$ cat config.mk
export PLATFORM = sky130hd
export DESIGN_NAME = risc_toy_ifetch
export DESIGN_NICKNAME = d
export VERILOG_FILES = /design/src/rtl/risc_toy_ifetch.sv
export SDC_FILE = /design/constraint.sdc
export NUM_CORES = 1
export LEC_CHECK = 0
export CAP_MARGIN = 20
export CORE_ASPECT_RATIO = 1.75
export CORE_MARGIN = 2
export CORE_UTILIZATION = 35
export DETAILED_ROUTE_END_ITERATION = 6
export GPL_TIMING_DRIVEN = 0
export HOLD_SLACK_MARGIN = 0.03
export PLACE_DENSITY = 0.6
export REMOVE_ABC_BUFFERS = 1
export SYNTH_ARGS = -nofsm -noshare
export SYNTH_HDL_FRONTEND = slang
export SYNTH_SLANG_ARGS = --single-unit
$ cat constraint.sdc
create_clock -name CLK -period 5.4 [get_ports CLK]
set_input_delay 0.81 -clock CLK [delete_from_list [all_inputs] [get_ports CLK]]
set_output_delay 0.81 -clock CLK [all_outputs]
set_load 0.01 [all_outputs]
$ cat src/rtl/risc_toy_ifetch.sv
// risc_toy_ifetch: instruction fetch with DEPTH-entry prefetch queue; define IFETCH_BYPASS_EN to forward a returning word straight to decode when the queue is empty
module risc_toy_ifetch #(
  parameter int          DEPTH    = 4,
  parameter logic [31:0] RESET_PC = 32'h0000_0000
) (
  input  logic        CLK,
  input  logic        RSTN,
  output logic        IREQ,
  output logic [29:0] IADDR,
  input  logic [31:0] INSTR,
  input  logic        REDIR,
  input  logic [31:0] REDIR_PC,
  output logic        ID_VALID,
  output logic [31:0] ID_INSTR,
  output logic [31:0] ID_PC,
  input  logic        ID_READY
);
  localparam int AW = $clog2(DEPTH);
  typedef enum logic [1:0] {FETCH, HOLD, FLUSH} state_t;
  state_t state_q, state_d;
  logic [31:0] pc_q, pc_d, rpc_q;
  logic inflight_q;
  logic [AW:0] count_q, count_d;
  logic [AW-1:0] rd_q, wr_q;
  logic [31:0] qi_mem [DEPTH];
  logic [31:0] qp_mem [DEPTH];
  logic credit, push, pop, bypass, head_v;
  // room left for everything queued plus the word still coming back
  assign credit = ({1'b0, count_q} + (AW+2)'(inflight_q)) < (AW+2)'(DEPTH);
  assign head_v = count_q != '0;
`ifdef IFETCH_BYPASS_EN
  assign bypass = inflight_q && !head_v && !REDIR;
`else
  assign bypass = 1'b0;
`endif
  assign push = inflight_q && !REDIR && !(bypass && ID_READY);
  assign pop  = head_v && ID_READY && !REDIR;
  // state register
  always_ff @(posedge CLK or negedge RSTN)
    if (!RSTN) state_q <= FETCH;
    else       state_q <= state_d;
  // next state: redirect wins, flush lasts one cycle, otherwise follow credit
  always_comb
    state_d = REDIR ? FLUSH : (state_q == FLUSH || credit) ? FETCH : HOLD;
  // outputs: requests only with credit in FETCH, decode sees the queue head or the bypassed word
  always_comb begin
    IREQ     = RSTN && state_q == FETCH && credit;
    IADDR    = pc_q[31:2];
    ID_VALID = head_v || bypass;
    ID_INSTR = head_v ? qi_mem[rd_q] : bypass ? INSTR : 32'h0;
    ID_PC    = head_v ? qp_mem[rd_q] : bypass ? rpc_q : 32'h0;
  end
  // next fetch pc and occupancy
  always_comb begin
    pc_d    = REDIR ? (REDIR_PC & ~32'h3) : IREQ ? pc_q + 32'd4 : pc_q;
    count_d = REDIR ? '0 : count_q + (AW+1)'(push) - (AW+1)'(pop);
  end
  // fetch pc, in-flight tracking and queue pointers; a redirect drops everything pending
  always_ff @(posedge CLK or negedge RSTN)
    if (!RSTN) begin
      pc_q       <= RESET_PC;
      rpc_q      <= 32'h0;
      inflight_q <= 1'b0;
      count_q    <= '0;
      rd_q       <= '0;
      wr_q       <= '0;
    end else begin
      pc_q       <= pc_d;
      count_q    <= count_d;
      inflight_q <= IREQ && !REDIR;
      if (IREQ) rpc_q <= pc_q;
      rd_q       <= REDIR ? '0 : rd_q + AW'(pop);
      wr_q       <= REDIR ? '0 : wr_q + AW'(push);
    end
  // queue storage holds the word and the pc it was fetched from
  always_ff @(posedge CLK)
    if (push) begin
      qi_mem[wr_q] <= INSTR;
      qp_mem[wr_q] <= rpc_q;
    end
endmodule

Word level (Yosys, flattened, before mapping). Memories as Yosys holds them, arrays and structs flattened. Index checks and enable logic that the tools add are counted.

Register bits: 74. Memory bits (writable): 256. Memories: 2.

Add/subtract/negate cells: 6. Order comparisons: 1. Eq/ne operators: 1. Muxes and demuxes: 11. Reduce and logical (&&, ||, !) cells: 11.

Memory list: qi_mem (words 4, width 32, read ports 1, clocked after Yosys merged registers in 0, write ports 1, line 25) `logic [31:0] qi_mem [DEPTH];`; qp_mem (words 4, width 32, read ports 1, clocked after Yosys merged registers in 0, write ports 1, line 26) `logic [31:0] qp_mem [DEPTH];`.

Operators with widths (count): $mux W32 (4); $add A32 B3 Y32 const B (1); $logic_and A1 B1 Y1 (6); $mux W2 (3); $add A2 B1 Y2 (2); $add A3 B1 Y4 (1); $lt A4 B3 Y1 const B (1); $add A3 B1 Y3 (1); $mux W1 (3); $mux W3 (1); $reduce_bool A3 Y1 (1); $sub A3 B1 Y3 (1); $eq A2 B2 Y1 const B (1); $logic_not A2 Y1 (1); $reduce_bool A2 Y1 (1); $logic_not A1 Y1 (1); $logic_or A1 B1 Y1 (1).

Longest topological paths before layout. Gate-level depths: netlist of the first run.

Word-level depth: 5. Mapped depth: 10. Mapped depth without buffers: 9.

Worst setup path before layout of the first run. No wires, ideal clock.

Kind: input-to-reg. From: input port REDIR. To: memory qi_mem[2][0], enable pin. Library setup time: 0.571 ns. Arrival time: 5.830 ns. Required time: 4.829 ns. Path slack: -1.001 ns. Stages: 4. Path buffers: 1. Cell sequence: clkbuf_1 -> nor2b_1 -> inv_1 -> nor3b_1.

Word-level cells in the longest chain between the ends: 4.

Ends and longest elaborated chain: from (decl) (line 11) `input logic REDIR,`; $logic_not A1 Y1 (line 36) `assign push = inflight_q && !REDIR && !(bypass && ID_READY);`; $logic_and A1 B1 Y1 (line 36); $mux W1 (line 77) `if (push) begin`; $mux W1 (implied by the code) (line 78) `qi_mem[wr_q] <= INSTR;`; to (decl) (line 25).

Every way passes these cells.

Worst setup path after layout of the first run.
From: register count_q[1]. To: output port IREQ.

Word-level cells in the longest chain between the ends: 3.

Ends and longest elaborated chain: from (decl) (line 23) `logic [AW:0] count_q, count_d;`; from (signal assigned) (line 69) `count_q <= count_d;`; $add A3 B1 Y4 (line 29) `assign credit = ({1'b0, count_q} + (AW+2)'(inflight_q)) < (AW+2)'(DEPTH);`; $lt A4 B3 Y1 (line 29); $logic_and A1 B1 Y1 (line 47) `IREQ = RSTN && state_q == FETCH && credit;`; to (decl) (line 8) `output logic IREQ,`.

Every way passes these cells.

==> results.tsv, run 1 <==
metric	value	unit
status	finished, final reports clean	
largest net degree at the start of global routing	51	
Post-CTS Setup Bufs	0	
iteration count of the initial detailed-routing pass	4	
share of cells above drive strength 1	20.5	%
post-synth top area cell	edfxtp_1	
RSZ-0062 raised after global routing	false	
num rows	92	
root buffer cell	clkbuf_16	
first-pass GRT wire length	43500	um
Pint	0.00469	W
Max VDD drop	0.000224	V
R2R Path Start	count_q[1]	
# hold bufs at CTS	0	
CTS tree	yes	
commonest cells in the netlist	edfxtp_1, dfrtp_1, nor2b_1, mux4_2, mux2_2	
# resized after CTS	0	
Yosys cell types	36	
Sw Share	25.8	%
initial DRC count	305	
Die Area	38100	um^2
Reg power frac	47.2	%
reg2reg setup slack	2580	ps
Least-Margin Pin Slew	997	ps
remaining antenna violation count	0	
WP data arrival	3460	ps
Leakage	5.40	nW
Syn. warnings	0	
relative max-transition margin	33.3	%
detailed-route wire length per cell	19.9	um
clock buffer depth	3	
cells after synthesis	703	
share of the synthesized area in the top cell type	58.4	%
Total Wirelength	27500	um
Layout area overhead	26.8	%
Most used DFF post-synth	edfxtp_1	
CP Launch Type	flip-flop	
Crit Reg-Reg Endpoint	rpc_q[16]	
Synth async-reset ratio	22.0	%
synthesized area per cell	18.2	um^2
num ports	164	
clock network fraction of total power	31.8	%
cts bufs inserted	29	
Final Hold Fails	0	
Vias/cell	4.90	
IO Port Bufs	159	
Compound-Gate Fraction of Synth Area	1.06	%
critical path fanouts, max	35	
Critical Setup Path Class	reg -> out	
Core Util, Final	44.9	%
chip height	257	um
Fillers	3187	
Hold WC Path Type	in -> async	
Clock Skew	8.26	ps
Die X	148	um
switching component of the power	0.00163	W
# DRC	0	
Post-Synth Adder-Cell Area	0.745	%
max-cap viol count	0	
grt ovf	0	
DP Area	15300	um^2
gpl congestion	0.766	
Setup crit end kind	primary output	
reg2reg path depth	6	
fmax	0.234	GHz
multiplexer area fraction after synthesis	14.4	%
fin nets	965	
xor/xnor share of the synthesized area	2.13	%
hpwl dp	18500	um
Yosys reg bits	318	
FF/Latch Area	9210	um^2
htree depth	1	
most frequent cell after synthesis	edfxtp_1	
main combinational cell family by area after synthesis	multiplexers	
DR vias	6772	
Initial Util	35.4	%
worst skew pair latency	540	ps
# clock sinks	318	
combinational power share	21.0	%
sequential share of the synthesized area	72.1	%
CP required	4590	ps
top post-synthesis cells by area	edfxtp_1, dfrtp_1, mux4_2	
n_diodes	0	
Post-synth EDFFs	248	
period utilization	79.0	%
final max-slew violation count	0	
final instance area	16200	um^2
P per Cell Area	390	nW/um^2
vias in the first global route	7306	
total track usage	14.8	%
synthesized area	12800	um^2
Reg clk slew, reported paths	70	ps
Synth Area in Simple Gates	8.23	%
initial antenna violation count	0	
Multi-input gate area	3420	um^2
Tmin final	4270	ps
core area	36000	um^2
Setup Viol. Count Final	0	
-- cell usage in the layout, fill, tap and decap left out, types with 3 or more instances in the layout --
master / netlist / routed
and2_1: 5 / 5
dfrtp_1: 70 / 68
buf_12: 0 / 4
nand2_1: 30 / 30
nor4_1: 3 / 3
buf_16: 0 / 3
mux2_2: 37 / 37
inv_1: 6 / 6
nor3_1: 8 / 6
nor2b_1: 69 / 69
ha_1: 6 / 6
mux4_2: 62 / 62
buf_8: 0 / 4
clkbuf_1: 22 / 6
nand3_1: 14 / 14
clkbuf_16: 0 / 29
clkinv_1: 0 / 5
clkinv_2: 0 / 5
and3_1: 8 / 7
nor2_1: 10 / 9
nand4_1: 22 / 22
clkdlybuf4s50_1: 0 / 157
xor2_1: 18 / 18
edfxtp_1: 248 / 248
buf_6: 0 / 19
clkinvlp_4: 0 / 3
bufinv_16: 0 / 3
xnor2_1: 13 / 13
o21ai_0: 19 / 19
-- logic make-up after synthesis --
logic type      after synthesis
mux                         101
fa+ha+maj                     7
compound gates               24
flops                       318
simple gates                180
other cells                   1
buf+inv                      41
xor+xnor                     31
-- metal layers --
| metal | track usage [%] | vias to the layer above | share of wire, % | wire length (um) |
|---|---|---|---|---|
| met5 | 0 | - | 0 | 0 |
| met4 | 3.89 | 0 | 1.7 | 478 |
| met3 | 1.90 | 24 | 3.4 | 948 |
| met2 | 27.5 | 139 | 55 | 15200 |
| met1 | 18.0 | 3500 | 40 | 10900 |
| li1 | - | 3109 | - | - |
-- per-stage QoR --
stage	hold WS [ps]	TNS, ps	instances	total power [W]	worst slack [ps]
floorplan	471	-78700	669	0.00360	-803
detailed placement	500	0	1329	0.00440	1210
finish	220	0	1382	0.00632	1130
global placement	482	-1544200	1298	0.00414	-7630
global route	235	0	1382	0.00662	899
CTS	215	0	1382	0.00643	1010
-- critical path, cell delays in order (launching register included) --
cell and delay, ps:
dfrtp_1 450, ha_1 250, or3_1 390, o211ai_2 250
buf_8 250, nand2_2 580, inv_1 180, clkdlybuf4s50_1 550
-- power groups by stage --
stage	logic [W]	clock network (W)	registers, W
2_1_floorplan	0.000590	0	0.00301
3_3_place_gp	0.00108	0	0.00307
3_5_place_dp	0.00137	0	0.00303
4_1_cts	0.00137	0.00207	0.00298
5_1_grt	0.00144	0.00217	0.00301
6_report	0.00133	0.00201	0.00298
-- worst max-delay path by stage --
| stage | startpoint | endpoint | slack, ps | cells past startpoint |
|---|---|---|---|---|
| after floorplan | REDIR | qi_mem[2][0] | -800 | 3 |
| after CTS | count_q[1] | IREQ | 1010 | 7 |
| after detailed placement | RSTN | IREQ | 1210 | 6 |
| after global routing | count_q[1] | IREQ | 900 | 7 |
| final | count_q[1] | IREQ | 1130 | 7 |
| after global placement | REDIR | qi_mem[2][11] | -7630 | 4 |
-- sequential cells by signal, summed over array words and instances (netlist names) --
name,cells
count_q,3
qp_mem,120
rpc_q,30
inflight_q,1
state_q,2
wr_q,2
rd_q,2
pc_q,30
qi_mem,128
-- final cells by class --
cell class                      instances  area share (%)
Multi-Input combinational cell        345            21.1
Timing Repair Buffer                  190            12.5
Clock inverter                         18            1.07
Clock buffer                           35            4.62
Tap cell                              470            3.63
Inverter                                6           0.139
Sequential cell                       318            56.9
No activity file was read; power rests on OpenSTA's default activity.
==> run 2: changes to the inputs <==
Settings changed: PLACE_DENSITY 0.6 to 0.58.
Clock period 5.4 ns to 3.97 ns, I/O delays scaled along.
==> results.tsv, run 2 (synthesis results as in run 1) <==
metric	value	unit	change
root buffer cell	clkbuf_16		unchanged
grt ovf	0		unchanged
CP required	3370	ps	was 4590 ps
Reg clk slew, reported paths	60	ps	was 70 ps
critical path fanouts, max	35		unchanged
Setup crit end kind	primary output		unchanged
Reg power frac	46.5	%	was 47.2%
combinational power share	21.1	%	was 21.0%
WP data arrival	3160	ps	was 3460 ps
first-pass GRT wire length	43900	um	was 43,500 um
# clock sinks	318		unchanged
clock network fraction of total power	32.3	%	was 31.8%
switching component of the power	0.00223	W	was 0.00163 W
Tmin final	3760	ps	
number of flip-flops in the largest register	128		unchanged
Initial Util	35.4	%	unchanged
share of cells above drive strength 1	20.7	%	was 20.5%
Sw Share	25.6	%	was 25.8%
Final Hold Fails	0		unchanged
Hold WS	66.8	ps	was 220 ps
relative max-transition margin	47.7	%	was 33.3%
Clock Skew	18.4	ps	was 8.26 ps
setup TNS	0	ps	unchanged
final max-slew violation count	0		unchanged
vias in the first global route	7272		was 7,306
total track usage	15.1	%	was 14.8%
most frequent cells in the layout	edfxtp_1, clkdlybuf4s50_1, nor2b_1		unchanged
Layout area overhead	27.6	%	was 26.8%
CP Cell Sequence	ha_1 -> or3_1 -> o211ai_2 -> buf_16 -> nand2_4 -> inv_1 -> clkdlybuf4s50_1		was ha_1 -> or3_1 -> o211ai_2 -> buf_8 -> nand2_2 -> inv_1 -> clkdlybuf4s50_1
RSZ-0062 raised after global routing	false		unchanged
IO Port Bufs	159		unchanged
Pint	0.00647	W	was 0.00469 W
Max VDD drop	0.000363	V	was 0.000224 V
Least-Margin Pin Slew	778	ps	was 997 ps
period utilization	94.6	%	
Largest stage delay, worst path	550	ps	was 580 ps
cts bufs inserted	30		was 29
htree depth	1		unchanged
Post-CTS Setup Bufs	0		unchanged
Critical Setup Path Class	reg -> out		unchanged
Setup Viol. Count Final	0		unchanged
chip height	257	um	unchanged
detailed-route wire length per cell	20.4	um	was 19.9 um
Die Area	38100	um^2	unchanged
overall power	0.00870	W	was 0.00632 W
Top Registers	qi_mem: 128 flops, qp_mem: 120 flops		unchanged
initial DRC count	338		was 305
max-cap viol count	0		unchanged
# DRC	0		unchanged
CTS tree	yes		unchanged
Die X	148	um	unchanged
iteration count of the initial detailed-routing pass	4		unchanged
initial antenna violation count	1		was 0
core area	36000	um^2	unchanged
remaining antenna violation count	0		unchanged
gpl congestion	0.717		was 0.766
Vias/cell	4.88		was 4.90
clock buffer depth	3		unchanged
CP Launch Type	flip-flop		unchanged
CP max stage cell	clkdlybuf4s50_1		was nand2_2
status	finished, final reports clean		unchanged
worst skew pair latency	560	ps	was 540 ps
num rows	92		unchanged
commonest non-fill, non-tap cell in the layout	edfxtp_1		unchanged
most flop-heavy register	qi_mem		unchanged
Hold WC Path Type	in -> async		unchanged
P per Cell Area	534	nW/um^2	was 390 nW/um^2
num ports	164		unchanged
Total Wirelength	28300	um	was 27,500 um
fmax	0.266	GHz	
largest net degree at the start of global routing	53		was 51
Leakage	5.46	nW	was 5.40 nW
fin nets	968		was 965
DR vias	6765		was 6,772
hpwl dp	18900	um	was 18,500 um
==> run 2: final cells by class <==
| type | instances | area, um^2 |
|---|---|---|
| diodes | 1 | 2.50 |
| clock buffers | 40 | 840 |
| clock inverters | 15 | 125 |
| fillers | 3158 | 19700 |
| inverters | 6 | 22.5 |
| multi-input cells | 345 | 3420 |
| flip-flops and latches | 318 | 9210 |
| well taps | 470 | 588 |
| repair buffers | 192 | 2070 |
==> run 2: power by group through the flow <==
stage	combinational (W)	sequential [W]	clock, W
after global placement	0.00119	0.00413	0
after CTS	0.00189	0.00405	0.00289
after global routing	0.00198	0.00408	0.00301
final	0.00184	0.00405	0.00281
after floorplan	0.000802	0.00410	0
after detailed placement	0.00188	0.00412	0
==> run 2: layer usage <==
layer | up-vias | wire length (um) | global-route usage, %
met2 | 128 | 15600 | 28.4
met1 | 3497 | 11100 | 17.7
met4 | 0 | 621 | 4.50
li1 | 3107 | - | -
met3 | 33 | 1000 | 2.05
met5 | - | 0 | 0
==> run 2: worst max-delay path: cells and delay by family, from the launching register on <==
kind	cells	cell delay, ps
flops	1	450
simple gates	2	710
compound gates	1	240
fa+ha+maj	1	250
buf+inv	3	930
==> run 2: worst paths after layout <==
check	startpoint	to	slack, ps	cells after the start
worst max-delay path	count_q[1]	IREQ	210	7
worst min-delay path	RSTN	rpc_q[24]	70	2
worst max register to register	count_q[1]	count_q[2]	1470	9
worst min register to register	rpc_q[20]	qp_mem[3][20]	520	0
max in group asynchronous	RSTN	rd_q[0]	3630	2
min in group CLK	REDIR	pc_q[16]	420	3
==> run 2: timing repair <==
action | in CTS | in global routing
hold buffers | 1 | 0
hold endpoints to repair | 31 | 0
setup endpoints to repair | 1 | 0
gates resized for setup | 1 | 0
==> run 2: stage by stage <==
step	cell area, um^2	utilization [%]	worst slack (ps)	std cells
after floorplan	12600	-	-2020	669
after global placement	14800	41.1	-9170	1298
after detailed placement	15300	42.4	106	1330
after CTS	16300	45.2	144	1386
after global routing	16300	45.2	26.2	1387
final	16300	45.2	213	1387
